## src/rtl/booth_mult_param.sv

```systemverilog
// Multi-cycle radix-4 Booth multiplier, signed or unsigned, WIDTH/2 steps per product.
// Full 2*WIDTH-bit result plus an overflow flag for a WIDTH-bit destination.
module booth_mult_param #(
    parameter int WIDTH = 32
) (
    input  logic             clk,
    input  logic             reset,
    input  logic             ctrl_MULT,
    input  logic             ctrl_signed,
    input  logic [WIDTH-1:0] multiplicand,
    input  logic [WIDTH-1:0] multiplier,
    output logic [WIDTH-1:0] data_result,
    output logic [WIDTH-1:0] data_result_hi,
    output logic             data_exception,
    output logic             data_resultRDY,
    output logic             data_busy
);
    localparam int N  = WIDTH / 2;
    localparam int EW = WIDTH + 4;
    localparam int CW = $clog2(N + 1);

    localparam logic [1:0] IDLE = 2'd0;
    localparam logic [1:0] RUN  = 2'd1;
    localparam logic [1:0] DONE = 2'd2;

    logic [1:0]           state_reg;
    logic [CW-1:0]        count_reg;
    logic signed [EW-1:0] mcand_reg;
    logic [WIDTH-1:0]     mplier_reg;
    logic                 prev_reg;
    logic                 msb_reg;
    logic                 signed_reg;
    logic signed [EW-1:0] acc_hi_reg;
    logic [WIDTH-1:0]     acc_lo_reg;
    logic [WIDTH-1:0]     result_lo_reg;
    logic [WIDTH-1:0]     result_hi_reg;
    logic                 exc_reg;
    logic                 rdy_reg;
    logic                 busy_reg;

    logic [3:0]           ext_bits;
    logic signed [EW-1:0] pp;
    logic signed [EW-1:0] sum;
    logic signed [EW-1:0] acc_hi_next;
    logic [WIDTH-1:0]     acc_lo_next;
    logic [WIDTH-1:0]     hi_next;
    logic                 exc_next;

    // Extension bits above the operand: sign copies in signed mode, zeros otherwise.
    genvar gi;
    generate
        for (gi = 0; gi < 4; gi++) begin : g_ext
            assign ext_bits[gi] = ctrl_signed & multiplicand[WIDTH-1];
        end
    endgenerate

    always_comb begin
        pp = '0;
        case ({mplier_reg[1:0], prev_reg})
            3'b001, 3'b010: pp = mcand_reg;
            3'b011:         pp = mcand_reg <<< 1;
            3'b100:         pp = -(mcand_reg <<< 1);
            3'b101, 3'b110: pp = -mcand_reg;
            default:        pp = '0;
        endcase
        sum         = acc_hi_reg + pp;
        acc_hi_next = sum >>> 2;
        acc_lo_next = {sum[1:0], acc_lo_reg[WIDTH-1:2]};
        // The recoding treats the multiplier as signed WIDTH bits; an unsigned
        // multiplier with its MSB set is worth an extra multiplicand * 2^WIDTH.
        hi_next = acc_hi_next[WIDTH-1:0]
                + ((!signed_reg && msb_reg) ? mcand_reg[WIDTH-1:0] : '0);
        exc_next = signed_reg ? (hi_next != {WIDTH{acc_lo_next[WIDTH-1]}})
                              : (hi_next != '0);
    end

    always_ff @(posedge clk) begin
        if (reset) begin
            state_reg     <= IDLE;
            count_reg     <= '0;
            mcand_reg     <= '0;
            mplier_reg    <= '0;
            prev_reg      <= 1'b0;
            msb_reg       <= 1'b0;
            signed_reg    <= 1'b0;
            acc_hi_reg    <= '0;
            acc_lo_reg    <= '0;
            result_lo_reg <= '0;
            result_hi_reg <= '0;
            exc_reg       <= 1'b0;
            rdy_reg       <= 1'b0;
            busy_reg      <= 1'b0;
        end else if (ctrl_MULT) begin
            state_reg  <= RUN;
            count_reg  <= CW'(N);
            mcand_reg  <= {ext_bits, multiplicand};
            mplier_reg <= multiplier;
            prev_reg   <= 1'b0;
            msb_reg    <= multiplier[WIDTH-1];
            signed_reg <= ctrl_signed;
            acc_hi_reg <= '0;
            acc_lo_reg <= '0;
            exc_reg    <= 1'b0;
            rdy_reg    <= 1'b0;
            busy_reg   <= 1'b1;
        end else if (state_reg == RUN) begin
            acc_hi_reg <= acc_hi_next;
            acc_lo_reg <= acc_lo_next;
            mplier_reg <= mplier_reg >> 2;
            prev_reg   <= mplier_reg[1];
            count_reg  <= count_reg - CW'(1);
            if (count_reg == CW'(1)) begin
                state_reg     <= DONE;
                result_lo_reg <= acc_lo_next;
                result_hi_reg <= hi_next;
                exc_reg       <= exc_next;
                rdy_reg       <= 1'b1;
                busy_reg      <= 1'b0;
            end
        end
    end

    assign data_result    = result_lo_reg;
    assign data_result_hi = result_hi_reg;
    assign data_exception = exc_reg;
    assign data_resultRDY = rdy_reg;
    assign data_busy      = busy_reg;
endmodule

```

## config.mk

```make
export PLATFORM = sky130hd
export DESIGN_NAME = booth_mult_param
export DESIGN_NICKNAME = d
export VERILOG_FILES = /design/src/rtl/booth_mult_param.sv
export SDC_FILE = /design/constraint.sdc
export NUM_CORES = 1
export LEC_CHECK = 0
export ABC_CLOCK_PERIOD_IN_PS = 8000
export CAP_MARGIN = 20
export CORE_UTILIZATION = 54
export CTS_BUF_LIST = sky130_fd_sc_hd__clkbuf_4 sky130_fd_sc_hd__clkbuf_8
export DETAILED_ROUTE_END_ITERATION = 6
export HOLD_SLACK_MARGIN = 0.1
export PLACE_DENSITY_LB_ADDON = 0.08
export SLEW_MARGIN = 30
export SYNTH_ARGS = -nofsm -noshare
export SYNTH_HDL_FRONTEND = slang
export SYNTH_SLANG_ARGS = --single-unit
```

## constraint.sdc

```tcl
create_clock -name clk -period 8 [get_ports clk]
set_input_delay 1.2 -clock clk [delete_from_list [all_inputs] [get_ports clk]]
set_output_delay 1.2 -clock clk [all_outputs]
set_load 0.005 [all_outputs]
```

==> metrics.md <==
| Metric | Value |
|---|---|
| Routability cong. | 0.932 |
| Final Cycle Share | 94.0% |
| Setup crit start kind | register |
| CTS Buffer Depth | 3 |
| Tot Pwr | 2.67 mW |
| GRT Util Overall | 27.8% |
| Number of synthesized flops with an enable pin | 0 |
| Unrepaired setup endpoints after global routing | false |
| Fin. Hold Viols | 0 |
| Placed Area | 0.0148 mm² |
| # clock sinks | 204 |
| CP Capture Type | register |
| CTS Root Buffer Type | clkbuf_8 |
| Hold/Removal Path Class | reg2reg |
| Synthesis-to-finish area growth | 17.4% |
| Placed cell count | 2074 |
| Fin. max-slew vios | 0 |
| Commonest non-fill, non-tap cell in the layout | nand2_1 |
| Post-Layout Cell Count | 2140 |
| Skew final | 23.9 ps |
| Cell area after layout | 0.0156 mm² |
| Crit path DAT | 7960 ps |
| Syn Area/Cell | 7.76 µm² |
| Most frequent cells in the layout | 277 x nand2_1, 202 x dfxtp_1, 193 x a21oi_1, 153 x nor2_1, 132 x clkdlybuf4s50_1 |
| Static Leak | 6.16 nW |
| Power per cell area | 171 mW/mm² |
| Part of the Yosys area used for sequential elements | 30.7% |
| CTS Buf Count | 37 |
| Core box area | 0.0242 mm² |
| Worst r2r path cells | 32 |
| Synth Instances | 1718 |
| Layout cells sized above 1 | 7.60% |
| Post-synthesis net count | 1857 |
| TritonCTS clock tree | built |
| Max-Slew Margin vs Limit | 37.9% |
| Status | complete, no violations |
| Dpl ws | 493 ps |
| ANT cells | 0 |
| Post-CTS setup buffers | 0 |
| CP Max Fanout | 7 |
| Die Width | 159 µm |
| Slew @ Worst Pin | 928 ps |
| Final WS setup | 482 ps |
| Ports | 135 |
| Clock slew at reported path FFs | 60 ps |
| Predominant post-synthesis flop cell | dfxtp_1 |
| Setup violations, final | 0 |
| Final Critical Period | 7520 ps |
| Grt total ovfl | 0 |
| Hpwl dp | 26200 µm |
| DR vias | 12.6k |
| Worst Path Required | 8440 ps |
| Flops & latches, synth | 204 |
| Pre-antenna DRT Iters | 5 |
| H-tree Lvls | 2 |
| Max Cap Violations | 0 |
| Synthesis Warnings | 0 |
| DR WL/cell | 16.9 µm |
| First-pass GRT wire length | 58200 µm |
| Final TNS setup | 0 ps |
| Drt first-iter violations | 950 |
| Fin nets | 1928 |
| Mapped cell area | 0.0133 mm² |
| # DRC | 0 |
| Port Buffer Count | 134 |
| WHS Path Cells | 2 |
| Initial antenna violation count | 0 |
| Skew-Pair Late Insertion Delay | 560 ps |
| Die Ht | 159 µm |
| Vias per cell | 5.90 |
| Initial core utilization | 54.9% |
| Pin count of the biggest net entering global routing | 96 |
| Max reg flops | 34 |
| Post-route ant nets | 0 |
| Critical path's largest stage delay | 420 ps |
| Die ar. | 0.0253 mm² |
| Slowest cell on the critical path | a31oi_1 |
| Cell variety after synth | 88 |
| VDD IR-drop max | 0.132 mV |
| Post-synth ARST share | 0% |
| FP Rows | 57 |
| Kind of critical path | reg2reg |
| Number of global-route vias before repair | 11.4k |
| Max Fclk | 133 MHz |
| DRT Wirelength | 36200 µm |
==> cell usage after synthesis (12+ instances only) <==
| cell type | count | share of area [%] |
|---|---|---|
| inv_1 | 26 | 0.73 |
| nand2b_1 | 39 | 1.8 |
| o21ai_0 | 59 | 2.2 |
| a21oi_1 | 195 | 7.3 |
| nand3_1 | 17 | 0.64 |
| nor2b_1 | 12 | 0.56 |
| mux2i_1 | 52 | 3.9 |
| and2_1 | 38 | 1.8 |
| nand2_1 | 277 | 7.8 |
| o21a_1 | 16 | 0.90 |
| or4_1 | 12 | 0.68 |
| nor3_1 | 27 | 1.0 |
| xnor2_1 | 70 | 4.6 |
| ha_1 | 69 | 6.5 |
| a31oi_1 | 27 | 1.3 |
| dfxtp_1 | 204 | 31 |
| a22o_1 | 47 | 3.1 |
| clkbuf_1 | 100 | 2.8 |
| buf_1 | 15 | 0.42 |
| a21o_1 | 29 | 1.6 |
| xor2_1 | 34 | 2.2 |
| nor2_1 | 155 | 4.4 |
| a211oi_1 | 17 | 0.96 |
| a221oi_1 | 19 | 1.2 |
==> logic make-up (layout without fill, tap and decap cells) <==
kind of cell	count (synthesis)	count (layout)	synth area share, %
xor+xnor	104	104	6.84
fa+ha+maj	71	71	6.78
mux	54	54	4.08
compound gates	496	496	24.4
flops	204	204	30.7
buf+inv	150	248	4.44
simple gates	639	639	22.8
==> through the flow <==
step | hold slack, ps | util (%)
after floorplan | 427 | -
after CTS | 456 | 64.4
after global routing | 472 | 64.5
final | 450 | 64.5
after global placement | 437 | 60.9
after detailed placement | 444 | 61.0
==> where the power goes <==
part / switching (mW) / leakage, nW / internal [mW]
Clock: 0.464 / 0.428 / 0.620
Combinational: 0.306 / 4.07 / 0.199
Sequential: 0.0360 / 1.66 / 1.04
==> routing by layer <==
layer / global-route usage, % / vias to the layer above / share of wire (%)
met4: 7.43 / 0 / 1.9
met2: 42.7 / 421 / 43
li1: - / 6240 / -
met1: 39.9 / 5895 / 47
met3: 4.95 / 60 / 7.4
met5: 0 / - / 0
==> worst max-delay path: cells and delay by family, from the launching register on <==
kind	cells	cell delay, ps
buf+inv	1	120
flops	1	360
fa+ha+maj	3	960
xor+xnor	4	740
compound gates	15	3540
simple gates	9	1670
==> path summary, 6_finish.rpt <==
| path | start | end | slack (ps) |
|---|---|---|---|
| max | mcand_reg[0]$_SDFFE_PP0P_ | data_exception$_SDFFE_PP0P_ | 480 |
| min | data_result_hi[24]$_SDFFE_PP0P_ | data_result_hi[24]$_SDFFE_PP0P_ | 450 |
| max reg2reg | mcand_reg[0]$_SDFFE_PP0P_ | data_exception$_SDFFE_PP0P_ | 480 |
| min reg2reg | data_result_hi[24]$_SDFFE_PP0P_ | data_result_hi[24]$_SDFFE_PP0P_ | 450 |
==> repair_timing <==
| action | in CTS | in global routing |
|---|---|---|
| hold buffers | 0 | 0 |
| setup endpoints to repair | 0 | 1 |
| resized for setup | 0 | 8 |
==> cell type report <==
type | instances | area [µm²]
multi-input combinational | 1364 | 8720
inverter | 27 | 101
fill | 2115 | 8600
clock inverter | 12 | 136
clock buffer | 54 | 681
tap | 324 | 405
timing repair buffer | 155 | 1520
sequential | 204 | 4090
(Power assumes the default switching activity.)
